`src/rtl/display_arbiter.sv`:
```
// rtl/display_arbiter.sv - priority/preemption arbiter sharing the seven-segment display
//
// Ports:
//   clk            system clock
//   rst            asynchronous active-low reset
//   machine_state  1 = on; 0 = display blanked, scheduler flushed
//   src_req[3:0]   per-source overlay request pulses (bit 0 unused, source 0 is the base view)
//   src_digit1     source k digit1 segments in [8k+7:8k]
//   src_digit2     source k digit2 segments in [8k+7:8k]
//   src_tube_sel   source k tube-select in [8k+7:8k]
//   digit1/digit2  registered segment buses
//   tube_sel       registered tube-select
//   active_src     source currently driving the outputs
//   busy           an overlay (source 1..3) holds the display
module display_arbiter #(
   parameter int HOLD_CYCLES = 100000000,
   parameter int CNT_W       = 27
) (
   input  logic        clk,
   input  logic        rst,
   input  logic        machine_state,
   input  logic [3:0]  src_req,
   input  logic [31:0] src_digit1,
   input  logic [31:0] src_digit2,
   input  logic [31:0] src_tube_sel,
   output logic [7:0]  digit1,
   output logic [7:0]  digit2,
   output logic [7:0]  tube_sel,
   output logic [1:0]  active_src,
   output logic        busy
);

   typedef enum logic {
      IDLE = 1'b0,
      HOLD = 1'b1
   } state_t;

   localparam logic [CNT_W-1:0] RELOAD = CNT_W'(HOLD_CYCLES - 1);

   state_t           state;
   state_t           state_nxt;
   logic [1:0]       cur_nxt;
   logic [3:1]       pending;
   logic [3:1]       pending_nxt;
   logic [CNT_W-1:0] timer;
   logic [CNT_W-1:0] timer_nxt;
   logic [3:1]       eff_req;
   logic [3:1]       cur_mask;
   logic [3:1]       above;
   logic [4:0]       sel_base;
   logic             unused_req0;

   assign unused_req0 = src_req[0];

   function automatic logic [1:0] top_idx(input logic [3:1] v);
      logic [1:0] r;
      if (v[3])      r = 2'd3;
      else if (v[2]) r = 2'd2;
      else if (v[1]) r = 2'd1;
      else           r = 2'd0;
      return r;
   endfunction

   function automatic logic [3:1] idx_mask(input logic [1:0] i);
      logic [3:1] m;
      case (i)
         2'd1:    m = 3'b001;
         2'd2:    m = 3'b010;
         2'd3:    m = 3'b100;
         default: m = 3'b000;
      endcase
      return m;
   endfunction

   // Bits strictly above index i: the sources allowed to preempt it.
   function automatic logic [3:1] above_mask(input logic [1:0] i);
      logic [3:1] m;
      case (i)
         2'd0:    m = 3'b111;
         2'd1:    m = 3'b110;
         2'd2:    m = 3'b100;
         default: m = 3'b000;
      endcase
      return m;
   endfunction

   always_comb begin
      state_nxt   = state;
      cur_nxt     = active_src;
      pending_nxt = pending;
      timer_nxt   = timer;
      eff_req     = pending | src_req[3:1];
      cur_mask    = idx_mask(active_src);
      above       = eff_req & above_mask(active_src);

      if (!machine_state) begin
         state_nxt   = IDLE;
         cur_nxt     = 2'd0;
         pending_nxt = 3'b000;
         timer_nxt   = '0;
      end else begin
         case (state)
            IDLE: begin
               if (eff_req != 3'b000) begin
                  cur_nxt     = top_idx(eff_req);
                  pending_nxt = eff_req & ~idx_mask(cur_nxt);
                  timer_nxt   = RELOAD;
                  state_nxt   = HOLD;
               end
            end
            HOLD: begin
               if (above != 3'b000) begin
                  // Preempted source is dropped rather than re-queued.
                  cur_nxt     = top_idx(above);
                  pending_nxt = eff_req & ~idx_mask(cur_nxt) & ~cur_mask;
                  timer_nxt   = RELOAD;
               end else if (src_req[active_src]) begin
                  pending_nxt = eff_req & ~cur_mask;
                  timer_nxt   = RELOAD;
               end else if (timer == '0) begin
                  if (eff_req != 3'b000) begin
                     cur_nxt     = top_idx(eff_req);
                     pending_nxt = eff_req & ~idx_mask(cur_nxt);
                     timer_nxt   = RELOAD;
                  end else begin
                     cur_nxt     = 2'd0;
                     pending_nxt = 3'b000;
                     state_nxt   = IDLE;
                  end
               end else begin
                  // Only lower-priority bits can be set here; they wait.
                  pending_nxt = eff_req;
                  timer_nxt   = timer - CNT_W'(1);
               end
            end
            default: begin
               state_nxt   = IDLE;
               cur_nxt     = 2'd0;
               pending_nxt = 3'b000;
               timer_nxt   = '0;
            end
         endcase
      end
   end

   assign sel_base = {cur_nxt, 3'b000};

   always_ff @(posedge clk or negedge rst) begin
      if (!rst) begin
         state      <= IDLE;
         active_src <= 2'd0;
         busy       <= 1'b0;
         pending    <= 3'b000;
         timer      <= '0;
         digit1     <= 8'h00;
         digit2     <= 8'h00;
         tube_sel   <= 8'h00;
      end else begin
         state      <= state_nxt;
         active_src <= cur_nxt;
         busy       <= (state_nxt == HOLD);
         pending    <= pending_nxt;
         timer      <= timer_nxt;
         if (machine_state) begin
            digit1   <= src_digit1[sel_base +: 8];
            digit2   <= src_digit2[sel_base +: 8];
            tube_sel <= src_tube_sel[sel_base +: 8];
         end else begin
            digit1   <= 8'h00;
            digit2   <= 8'h00;
            tube_sel <= 8'h00;
         end
      end
   end

endmodule

```
`config.mk`:
```
export PLATFORM = sky130hd
export DESIGN_NAME = display_arbiter
export DESIGN_NICKNAME = d
export VERILOG_FILES = /design/src/rtl/display_arbiter.sv
export SDC_FILE = /design/constraint.sdc
export NUM_CORES = 1
export LEC_CHECK = 0
export ABC_AREA = 1
export BUFFER_PORTS_ARGS = -buffer_cell sky130_fd_sc_hd__buf_2
export CORE_MARGIN = 3
export CORE_UTILIZATION = 25
export CTS_CLUSTER_DIAMETER = 60
export DETAILED_ROUTE_END_ITERATION = 10
export GPL_TIMING_DRIVEN = 1
export PLACE_DENSITY = 0.47
export SLEW_MARGIN = 20
export SYNTH_ARGS = -nofsm -noshare
export SYNTH_HDL_FRONTEND = slang
export SYNTH_SLANG_ARGS = --single-unit
```
`constraint.sdc`:
```
create_clock -name clk -period 2.4 [get_ports clk]
set_input_delay 0.48 -clock clk [delete_from_list [all_inputs] [get_ports clk]]
set_output_delay 0.48 -clock clk [all_outputs]
set_load 0.01 [all_outputs]
```
==> impl_metrics.sql, run 1 <==
INSERT INTO impl_metrics (metric_group, metric, value, unit) VALUES
('status', 'run_status', 'complete, no violations', ''),
('logic_synthesis', 'synthesis.instances', '608', ''),
('routing', 'viasPerCell', '4.55', ''),
('min_path', 'worst_hold_path_type', 'input pin to asynchronous set/reset pin', ''),
('power_and_ir_drop', 'powerDensity', '626', 'mW/mm²'),
('timing', 'report.final.setup_viol', '0', ''),
('timing', 'fin_crit_sh', '92.1', '%'),
('placement', 'globalplace.congestion', '0.828', ''),
('timing', 'tightest_slew', '526', 'ps'),
('routing', 'drtIter0Drc', '267', ''),
('placement', 'post_dp_cell_area', '0.00497', 'mm²'),
('routing', 'drt_drc_violations_left', '0', ''),
('routing', 'dr_total_vias', '4382', ''),
('final_layout', 'area.growth.synth_to_final', '36.6', '%'),
('die', 'die_height', '133', 'µm'),
('final_layout', 'multi_input_area', '0.00200', 'mm²'),
('global_route', 'via_count_of_the_first_global_routing_pass', '4425', ''),
('setup_path', 'worst-endpoint-required', '2650', 'ps'),
('final_layout', 'seqCellArea', '0.00143', 'mm²'),
('final_layout', 'num-nets-final', '852', ''),
('die', 'dieArea', '0.0176', 'mm²'),
('power_and_ir_drop', 'post_layout_power', '0.00344', 'W'),
('routing', 'drt_pre_antenna_iters', '7', ''),
('clocking', 'clock_sink_count', '57', ''),
('flow_run', 'max-cap-violations', '0', ''),
('global_route', 'grt_util_all_layers', '14.9', '%'),
('clocking', 'cts.path.max_buffers', '2', ''),
('final_layout', 'share_of_layout_cells_above_drive_strength_1', '25.9', '%'),
('die', 'die_w', '133', 'µm'),
('placement', 'post-place-ws', '70.7', 'ps'),
('global_route', 'largest_net_degree_at_the_start_of_global_routing', '50', ''),
('final_layout', 'layout_commonest_cell', 'sky130_fd_sc_hd__buf_2', ''),
('routing', 'drtAntennaViolNets', '0', ''),
('timing', 'top_achievable_clock_speed', '0.452', 'GHz'),
('power_and_ir_drop', 'leakage', '2.98', 'nW'),
('timing', 'finalSetupTns', '0', 'ps'),
('logic_synthesis', 'synth.yosys.seq_area_share', '35.5', '%'),
('timing', 'layout_min_cycle_time', '2210', 'ps'),
('clocking', 'clk_pin_slew', '60', 'ps'),
('logic_synthesis', 'syn-cell-area', '0.00402', 'mm²'),
('logic_synthesis', 'ys_types', '37', ''),
('setup_path', 'timing.setup.critical_path_class', 'flip-flop to flip-flop', ''),
('final_layout', 'post-route-cell-area', '0.00549', 'mm²'),
('clocking', 'cts_made_buffers', '9', ''),
('power_and_ir_drop', 'vdd_drop_max', '0.322', 'mV'),
('setup_path', 'setup.worst_path.end_class', 'flip-flop', ''),
('routing', 'route.detailed.wl_per_inst', '13.9', 'µm'),
('setup_path', 'critical_path.max_fanout', '12', ''),
('final_layout', 'layout.cells.most_common_list', '129 x sky130_fd_sc_hd__buf_2, 124 x sky130_fd_sc_hd__inv_1, 111 x sky130_fd_sc_hd__nand2_1, 90 x sky130_fd_sc_hd__nand3_1, 57 x sky130_fd_sc_hd__dfrtp_1', ''),
('global_route', 'global_route.overflow_total', '0', ''),
('clocking', 'cts.root.buffer_cell', 'sky130_fd_sc_hd__clkbuf_16', ''),
('die', 'initial_utilization', '25.9', '%'),
('placement', 'io_buffer_count', '129', ''),
('logic_synthesis', 'syn-mean-instance-area', '6.61', 'µm²'),
('global_route', 'grt_first_pass_wirelength', '21.5', 'mm'),
('setup_path', 'worstSetupStartpointType', 'flip-flop', ''),
('clocking', 'worstSkewPairLatency', '330', 'ps'),
('die', 'io-pin-count', '130', ''),
('die', 'placeable_core_area', '0.0155', 'mm²'),
('placement', 'place.detailed.hpwl', '9.40', 'mm'),
('timing', 'final-hold-violation-count', '0', ''),
('final_layout', 'final.fill_count', '1646', ''),
('final_layout', 'antennaDiodeCount', '0', ''),
('timing', 'timing.final.ws_setup', '190', 'ps'),
('setup_path', 'crit_arrival', '2460', 'ps'),
('die', 'rows', '45', ''),
('routing', 'routed_wirelength', '13.4', 'mm'),
('logic_synthesis', 'ys_warn_count', '0', ''),
('logic_synthesis', 'syn-num-nets', '713', ''),
('clocking', 'cts.htree.levels', '3', ''),
('clocking', 'tritoncts_clock_tree', 'done', ''),
('timing', 'timing.max_slew.rel_slack', '64.9', '%'),
('clocking', 'post_cts_hold_buffer_count', '0', ''),
('timing', 'final_max_slew_viol_count', '0', ''),
('logic_synthesis', 'postSynthRegisterBits', '57', ''),
('global_route', 'number_of_antenna_violations_at_the_first_check_in_global_routing', '0', ''),
('timing', 'final.setup_skew', '10.9', 'ps');
-- report_power, final --
| group | internal [W] | switching (W) | total [W] |
|---|---|---|---|
| registers | 0.00104 | 0.0000545 | 0.00110 |
| clock network | 0.00104 | 0.000463 | 0.00150 |
| logic | 0.000343 | 0.000495 | 0.000838 |
-- worst paths after layout --
| kind | from | endpoint | slack [ps] | depth (start not counted) |
|---|---|---|---|---|
| worst min-delay path | rst | active_src[1] | 60 | 1 |
| worst max-delay path | timer[0] | digit1[2] | 190 | 17 |
| worst max register to register | timer[0] | digit1[2] | 190 | 17 |
| worst min register to register | timer[25] | timer[25] | 550 | 2 |
| min in group clk | src_req[3] | pending[3] | 480 | 4 |
| max in group asynchronous | rst | digit2[2] | 1750 | 2 |
-- through the flow --
step	utilization, %	cells	hold WS, ps
floorplan	-	608	184
global placement	32.1	939	436
detailed placement	32.1	939	433
CTS	34.3	955	75.9
global route	35.4	963	84.2
finish	35.4	963	65.0
-- timing repair --
action,4_1_cts,5_1_grt
setup endpoints to repair,0,31
gates resized for setup,0,14
setup buffers,0,4
endpoints found under the hold margin,0,0
-- layout make-up --
class                           count  area share (%)
Multi-Input combinational cell    395            36.4
Timing Repair Buffer              156            17.8
Clock inverter                      5            1.87
Tap cell                          211            4.81
Clock buffer                       11            4.42
Inverter                          128            8.76
Sequential cell                    57            26.0
-- critical path, stage by stage, from the launching register on --
cell and delay [ps]:
sky130_fd_sc_hd__dfrtp_1 400, sky130_fd_sc_hd__inv_2 100, sky130_fd_sc_hd__ha_1 160, sky130_fd_sc_hd__inv_1 50, sky130_fd_sc_hd__nor2_2 90, sky130_fd_sc_hd__nand3_1 80, sky130_fd_sc_hd__nor2_1 100, sky130_fd_sc_hd__nand3_1 90
sky130_fd_sc_hd__nand2_2 120, sky130_fd_sc_hd__nand3_1 80, sky130_fd_sc_hd__nand2_1 80, sky130_fd_sc_hd__inv_2 50, sky130_fd_sc_hd__nand2_4 140, sky130_fd_sc_hd__nand2_8 90, sky130_fd_sc_hd__clkbuf_16 190, sky130_fd_sc_hd__nand2_1 70
sky130_fd_sc_hd__nand3_1 70, sky130_fd_sc_hd__a21oi_1 160
-- cells in the mapped netlist, drive strengths merged --
master | n | share of area [%]
o221ai | 1 | 0.22
dfrtp | 57 | 36
nand2 | 117 | 11
a21oi | 37 | 4.7
o21bai | 1 | 0.19
xnor2 | 1 | 0.22
nand3b | 25 | 4.7
o211ai | 3 | 0.56
or2 | 1 | 0.16
buf | 17 | 3.0
o31ai | 1 | 0.19
nand4 | 3 | 0.47
clkbuf | 11 | 1.0
o2111ai | 1 | 0.22
a31oi | 7 | 1.1
nor4 | 4 | 0.62
ha | 2 | 0.62
inv | 128 | 12
a221oi | 3 | 0.65
nand3 | 90 | 11
nor2 | 60 | 6.0
xor2 | 3 | 0.65
a21boi | 2 | 0.37
o311ai | 1 | 0.22
a311oi | 1 | 0.22
o21ai | 21 | 2.6
nor3 | 10 | 1.2
-- registers in the layout, indices dropped and copies added (netlist names) --
signal,count
timer,27
digit2,8
digit1,8
state,1
tube_sel,8
pending,3
active_src,2
-- layer usage --
layer | global-route usage (%) | vias to the layer above | routed length [µm]
li1 | - | 2217 | -
met1 | 19.3 | 1992 | 6060
met2 | 23.8 | 157 | 6240
met3 | 4.49 | 16 | 895
met4 | 4.97 | 0 | 204
met5 | 0 | - | 0
-- kinds of logic after synthesis --
| group | Yosys count | share of synthesized area (%) |
|---|---|---|
| buffers and inverters | 156 | 16.0 |
| adders and majority gates | 2 | 0.623 |
| and+or+nand+nor | 310 | 35.8 |
| AOI/OAI and AO/OA | 79 | 11.2 |
| xor gates and xnor gates | 4 | 0.872 |
| DFF | 57 | 35.5 |
No activity file was read; power rests on OpenSTA's default activity.
==> inputs of run 2 (changes only) <==
SETUP_SLACK_MARGIN = 0.3   (was unset)
clock period = 2.2 ns   (was 2.4 ns; I/O delays follow)
==> run 2 against run 1 <==
  * First-iteration DRC count down 15%
  * Design area up 20%
  * Via count up 8.7%
  * Worst setup slack worse by 91 ps
  * Clock skew down 3.5 ps
  * Sequential cell count unchanged
  * Global-route usage up 0.81 points
  * Utilization up 6.9 points
  * Power up 6.4%
  * Maximum frequency up 5.2%
  * Largest cell class unchanged
  * Critical path depth unchanged
  * Sequential share of layout area down 4.2 points
==> impl_metrics.sql, run 2 (synthesis gave the netlist of run 1 again) <==
INSERT INTO impl_metrics (metric_group, metric, value, unit) VALUES
('status', 'run_status', 'complete, no violations', ''),
('power_and_ir_drop', 'post_layout_power', '0.00366', 'W'),
('timing', 'timing.final.ws_setup', '99.1', 'ps'),
('routing', 'route.detailed.wl_per_inst', '14.6', 'µm'),
('die', 'die_height', '133', 'µm'),
('timing', 'report.final.setup_viol', '0', ''),
('clocking', 'clock_sink_count', '57', ''),
('routing', 'drtIter0Drc', '226', ''),
('timing', 'final-hold-violation-count', '0', ''),
('clocking', 'clk_pin_slew', '50', 'ps'),
('setup_path', 'worst-endpoint-required', '2450', 'ps'),
('final_layout', 'layout_commonest_cell', 'sky130_fd_sc_hd__buf_2', ''),
('timing', 'finalSetupTns', '0', 'ps'),
('final_layout', 'layoutNonFillerInstCount', '1018', ''),
('die', 'io-pin-count', '130', ''),
('setup_path', 'crit_arrival', '2350', 'ps'),
('placement', 'placedCellCount', '967', ''),
('timing', 'fin_crit_sh', '95.5', '%'),
('setup_path', 'setup.worst_path.end_class', 'flip-flop', ''),
('final_layout', 'antennaDiodeCount', '0', ''),
('timing', 'final_max_slew_viol_count', '0', ''),
('routing', 'drt_drc_violations_left', '0', ''),
('final_layout', 'share_of_layout_cells_above_drive_strength_1', '46.2', '%'),
('routing', 'drtAntennaViolNets', '0', ''),
('timing', 'final.setup_skew', '7.41', 'ps'),
('global_route', 'grt_first_pass_wirelength', '22.7', 'mm'),
('clocking', 'cts.path.max_buffers', '2', ''),
('setup_path', 'critical_path.max_fanout', '8', ''),
('timing', 'timing.max_slew.rel_slack', '64.6', '%'),
('setup_path', 'timing.setup.critical_path_class', 'flip-flop to flip-flop', ''),
('timing', 'layout_min_cycle_time', '2100', 'ps'),
('final_layout', 'area.growth.synth_to_final', '63.3', '%'),
('global_route', 'number_of_antenna_violations_at_the_first_check_in_global_routing', '0', ''),
('power_and_ir_drop', 'vdd_drop_max', '0.329', 'mV'),
('setup_path', 'worstSetupStartpointType', 'flip-flop', ''),
('min_path', 'worst_hold_path_type', 'input pin to asynchronous set/reset pin', ''),
('die', 'initial_utilization', '25.9', '%'),
('routing', 'dr_total_vias', '4763', ''),
('clocking', 'cts.htree.levels', '3', ''),
('die', 'placeable_core_area', '0.0155', 'mm²'),
('placement', 'post-place-ws', '0.317', 'ps'),
('flow_run', 'max-cap-violations', '0', ''),
('placement', 'globalplace.congestion', '0.880', ''),
('global_route', 'grt_util_all_layers', '15.7', '%'),
('power_and_ir_drop', 'leakage', '3.40', 'nW'),
('routing', 'viasPerCell', '4.68', ''),
('global_route', 'global_route.overflow_total', '0', ''),
('clocking', 'cts.root.buffer_cell', 'sky130_fd_sc_hd__clkbuf_16', ''),
('final_layout', 'top_register', 'timer', ''),
('timing', 'rsz0062_at_grt', 'true', ''),
('final_layout', 'num-nets-final', '909', ''),
('clocking', 'tritoncts_clock_tree', 'done', ''),
('routing', 'routed_wirelength', '14.9', 'mm'),
('clocking', 'worstSkewPairLatency', '330', 'ps'),
('die', 'dieArea', '0.0176', 'mm²'),
('power_and_ir_drop', 'powerDensity', '557', 'mW/mm²'),
('clocking', 'cts_made_buffers', '9', ''),
('routing', 'drt_pre_antenna_iters', '4', ''),
('final_layout', 'layout.cells.most_common_list', '129 x sky130_fd_sc_hd__buf_2, 113 x sky130_fd_sc_hd__inv_1, 78 x sky130_fd_sc_hd__nand2_1, 59 x sky130_fd_sc_hd__nand3_1, 59 x sky130_fd_sc_hd__buf_4', ''),
('placement', 'place.detailed.hpwl', '10.1', 'mm'),
('clocking', 'post_cts_hold_buffer_count', '0', ''),
('die', 'die_w', '133', 'µm'),
('timing', 'tightest_slew', '531', 'ps'),
('global_route', 'largest_net_degree_at_the_start_of_global_routing', '49', ''),
('timing', 'top_achievable_clock_speed', '0.476', 'GHz'),
('timing', 'holdWs', '93.2', 'ps'),
('global_route', 'via_count_of_the_first_global_routing_pass', '4766', ''),
('final_layout', 'number_of_flip_flops_in_the_largest_register', '27', ''),
('placement', 'io_buffer_count', '129', ''),
('die', 'rows', '45', '');
[run 2: routing by layer]
metal  share of wire (%)  wire (µm)  track usage [%]
met4                 2.6        379             7.04
met1                  42       6270             19.6
met5                   0          0                0
met3                 6.9       1030             3.65
met2                  48       7180             25.9
[run 2: worst paths after layout]
path / from / cells past startpoint / slack [ps] / endpoint
setup / recovery: timer[0] / 17 / 100 / digit2[6]
hold / removal: rst / 1 / 90 / timer[1]
setup reg to reg: timer[0] / 17 / 100 / digit2[6]
hold reg to reg: timer[25] / 2 / 560 / timer[25]
max in group asynchronous: rst / 2 / 1490 / timer[22]
min in group clk: src_req[3] / 4 / 440 / pending[3]
[run 2: through the flow]
step | area, µm² | utilization (%)
floorplan | 4030 | -
global placement | 5200 | 33.6
detailed placement | 5200 | 33.6
CTS | 5650 | 36.5
global route | 6560 | 42.4
finish | 6560 | 42.4
[run 2: power by group]
group / internal [W] / switching, W
Combinational: 0.000552 / 0.000688
Clock: 0.000748 / 0.000473
Sequential: 0.00114 / 0.0000583
Total: 0.00244 / 0.00122
[run 2: timing repair]
action	4_1_cts	5_1_grt
gates cloned	2	5
resized for setup	33	166
buffers inserted	6	24
pin swaps	6	27
endpoints found under the setup margin	45	54
[run 2: cell type report]
class / instances / area (µm²)
Clock buffer: 13 / 240
Clock inverter: 1 / 5.00
Fill cell: 1598 / 8920
Inverter: 128 / 483
Multi-Input combinational cell: 395 / 2610
Sequential cell: 57 / 1430
Tap cell: 211 / 264
Timing Repair Buffer: 213 / 1530
[run 2: worst max-delay path: stages (launching register included)]
cell,delay [ps]
sky130_fd_sc_hd__dfrtp_1,380
sky130_fd_sc_hd__inv_2,100
sky130_fd_sc_hd__ha_4,140
sky130_fd_sc_hd__inv_2,40
sky130_fd_sc_hd__nor2_4,90
sky130_fd_sc_hd__nand3_2,70
sky130_fd_sc_hd__nor2_2,120
sky130_fd_sc_hd__nand3_2,70
sky130_fd_sc_hd__nand2_2,110
sky130_fd_sc_hd__nand3_2,70
sky130_fd_sc_hd__nand2_2,90
sky130_fd_sc_hd__inv_4,50
sky130_fd_sc_hd__nand2_8,100
sky130_fd_sc_hd__nand2_8,120
sky130_fd_sc_hd__buf_12,180
sky130_fd_sc_hd__nand2_1,70
sky130_fd_sc_hd__nand3_2,70
sky130_fd_sc_hd__a21oi_1,150
==> inputs of run 3 (changes only) <==
CORE_UTILIZATION = 52   (was 25)
PLACE_DENSITY = 0.84   (was 0.47)
==> run 3 against run 2 <==
  * The run now ends with negative setup slack left
  * Clock-buffer cell count rose by 1
  * Clock power down 18%
  * Die area down 50%
  * Sequential cell count unchanged
  * Utilization is 39 points higher
==> impl_metrics.sql, run 3 (synthesis gave the netlist of run 1 again) <==
INSERT INTO impl_metrics (metric_group, metric, value, unit) VALUES
('power_and_ir_drop', 'share_comb_of_total_power', '34.9', '%'),
('clocking', 'tritoncts_clock_tree', 'done', ''),
('final_layout', 'layout.cells.most_common_list', '129 x sky130_fd_sc_hd__buf_2, 116 x sky130_fd_sc_hd__inv_1, 84 x sky130_fd_sc_hd__nand2_1, 68 x sky130_fd_sc_hd__nand3_1, 55 x sky130_fd_sc_hd__dfrtp_1', ''),
('clocking', 'clock_sink_count', '57', ''),
('final_layout', 'number_of_flip_flops_in_the_largest_register', '27', ''),
('die', 'initial_utilization', '54.5', '%'),
('timing', 'rsz0062_at_grt', 'true', ''),
('min_path', 'worst_hold_path_type', 'input pin to flip-flop', ''),
('routing', 'viasPerCell', '5.87', ''),
('routing', 'route.detailed.wl_per_inst', '18.1', 'µm'),
('timing', 'final.setup_skew', '9.97', 'ps'),
('status', 'failed_checks', 'negative setup slack', ''),
('placement', 'io_buffer_count', '129', ''),
('global_route', 'global_route.overflow_total', '0', ''),
('setup_path', 'worstSetupStartpointType', 'flip-flop', ''),
('final_layout', 'layout_commonest_cell', 'sky130_fd_sc_hd__buf_2', ''),
('power_and_ir_drop', 'leakage', '3.23', 'nW'),
('timing', 'final-hold-violation-count', '0', ''),
('timing', 'timing.max_slew.rel_slack', '60.8', '%'),
('setup_path', 'setup.worst_path.end_class', 'flip-flop', ''),
('timing', 'final_max_slew_viol_count', '0', ''),
('clocking', 'worstSkewPairLatency', '340', 'ps'),
('die', 'die_height', '93.9', 'µm'),
('die', 'io-pin-count', '130', ''),
('timing', 'tightest_slew', '589', 'ps'),
('placement', 'globalplace.congestion', '0.933', ''),
('power_and_ir_drop', 'p_sw_share', '35.3', '%'),
('final_layout', 'num-nets-final', '891', ''),
('routing', 'drt_pre_antenna_iters', '5', ''),
('flow_run', 'max-cap-violations', '0', ''),
('timing', 'holdWs', '434', 'ps'),
('die', 'placeable_core_area', '0.00737', 'mm²'),
('final_layout', 'top_register', 'timer', ''),
('timing', 'finalSetupTns', '-1140', 'ps'),
('timing', 'timing.final.ws_setup', '-122', 'ps'),
('power_and_ir_drop', 'p_int', '0.00218', 'W'),
('die', 'rows', '31', ''),
('final_layout', 'share_of_layout_cells_above_drive_strength_1', '41.4', '%'),
('setup_path', 'worst-endpoint-required', '2460', 'ps'),
('clocking', 'cts.root.buffer_cell', 'sky130_fd_sc_hd__clkbuf_8', ''),
('power_and_ir_drop', 'powerDensity', '560', 'mW/mm²'),
('routing', 'dr_total_vias', '5217', ''),
('routing', 'drt_drc_violations_left', '0', ''),
('setup_path', 'crit_arrival', '2580', 'ps'),
('timing', 'fin_crit_sh', '106', '%'),
('status', 'run_status', 'finished, violations left', ''),
('timing', 'top_achievable_clock_speed', '0.431', 'GHz'),
('clocking', 'clk_pin_slew', '70', 'ps'),
('setup_path', 'timing.setup.critical_path_class', 'flip-flop to flip-flop', ''),
('routing', 'drtIter0Drc', '417', ''),
('power_and_ir_drop', 'power.switching', '0.00119', 'W'),
('clocking', 'cts.htree.levels', '3', ''),
('power_and_ir_drop', 'pwr-share-clk', '29.6', '%'),
('die', 'die_w', '93.9', 'µm'),
('final_layout', 'antennaDiodeCount', '0', ''),
('power_and_ir_drop', 'power.sequential.fraction', '35.5', '%'),
('die', 'dieArea', '0.00882', 'mm²'),
('routing', 'drtAntennaViolNets', '0', ''),
('placement', 'place.detailed.hpwl', '8.35', 'mm'),
('timing', 'report.final.setup_viol', '22', ''),
('global_route', 'via_count_of_the_first_global_routing_pass', '4663', ''),
('final_layout', 'final_util', '81.8', '%'),
('global_route', 'grt_first_pass_wirelength', '21.2', 'mm'),
('final_layout', 'final.fill_count', '407', ''),
('global_route', 'largest_net_degree_at_the_start_of_global_routing', '49', ''),
('global_route', 'grt_util_all_layers', '30.2', '%'),
('timing', 'layout_min_cycle_time', '2320', 'ps'),
('power_and_ir_drop', 'vdd_drop_max', '0.398', 'mV'),
('final_layout', 'area.growth.synth_to_final', '50.0', '%'),
('global_route', 'number_of_antenna_violations_at_the_first_check_in_global_routing', '0', ''),
('clocking', 'cts.path.max_buffers', '2', ''),
('routing', 'routed_wirelength', '16.0', 'mm'),
('setup_path', 'critical_path.max_fanout', '7', ''),
('clocking', 'cts_made_buffers', '9', '');
## run 3: timing repair
action	4_1_cts	5_1_grt
buffers inserted	20	17
hold buffers	1	0
endpoints found under the hold margin	10	0
gates cloned	2	6
resized for setup	53	91
endpoints found under the setup margin	54	56
pin swaps	21	21
## run 3: layer usage
metal | up-vias | routed length (µm) | global-route usage (%)
met3 | 107 | 1420 | 6.17
met4 | 0 | 865 | 12.4
met1 | 2415 | 5570 | 36.4
met2 | 409 | 8190 | 52.2
li1 | 2286 | - | -
met5 | - | 0 | 0
## run 3: power by group through the flow
| stage | Combinational (W) | Sequential (W) | Clock (W) |
|---|---|---|---|
| 2_1_floorplan | 0.000496 | 0.00122 | 0 |
| 3_3_place_gp | 0.000795 | 0.00121 | 0 |
| 3_5_place_dp | 0.000819 | 0.00121 | 0 |
| 4_1_cts | 0.000919 | 0.00119 | 0.000978 |
| 5_1_grt | 0.00126 | 0.00121 | 0.00105 |
| 6_report | 0.00118 | 0.00120 | 0.000998 |
## run 3: path summary, 6_finish.rpt
path	from	to	slack, ps	depth (start not counted)
min	src_tube_sel[7]	tube_sel[7]	430	5
max in group asynchronous	rst	timer[14]	1100	3
min reg2reg	timer[25]	timer[25]	570	2
max	timer[1]	digit2[0]	-120	17
min in group asynchronous	rst	timer[10]	520	2
max reg2reg	timer[1]	digit2[0]	-120	17
## run 3: layout make-up
class,instances,area [µm²],area share [%]
clock inverters,1,7.51,0.125
well taps,99,124,2.06
repair buffers,195,1390,23.0
clock buffers,14,193,3.20
multi-input cells,395,2400,39.8
flip-flops and latches,57,1430,23.7
inverters,128,485,8.05
## run 3: worst max-delay path, stage by stage, from the launching register on
cell	delay (ps)
sky130_fd_sc_hd__dfrtp_1	400
sky130_fd_sc_hd__inv_2	120
sky130_fd_sc_hd__ha_4	140
sky130_fd_sc_hd__inv_2	40
sky130_fd_sc_hd__nor2_4	90
sky130_fd_sc_hd__nand3_2	80
sky130_fd_sc_hd__nor2_2	130
sky130_fd_sc_hd__nand3_2	110
sky130_fd_sc_hd__nand2_4	110
sky130_fd_sc_hd__nand3_2	70
sky130_fd_sc_hd__nand2_2	60
sky130_fd_sc_hd__inv_2	40
sky130_fd_sc_hd__nand2_4	130
sky130_fd_sc_hd__nand2_8	130
sky130_fd_sc_hd__clkbuf_16	210
sky130_fd_sc_hd__nand2_1	110
sky130_fd_sc_hd__nand3_2	100
sky130_fd_sc_hd__a21oi_1	150
## run 3: per-stage QoR
stage,setup slack (ps),cells,total power [W],instance area [µm²]
2_1_floorplan,259,608,0.00172,4030
5_1_grt,-246,889,0.00351,6030
4_1_cts,113,866,0.00309,5410
3_3_place_gp,-30.0,828,0.00200,4850
6_report,-122,889,0.00338,6030
3_5_place_dp,-104,828,0.00203,4850
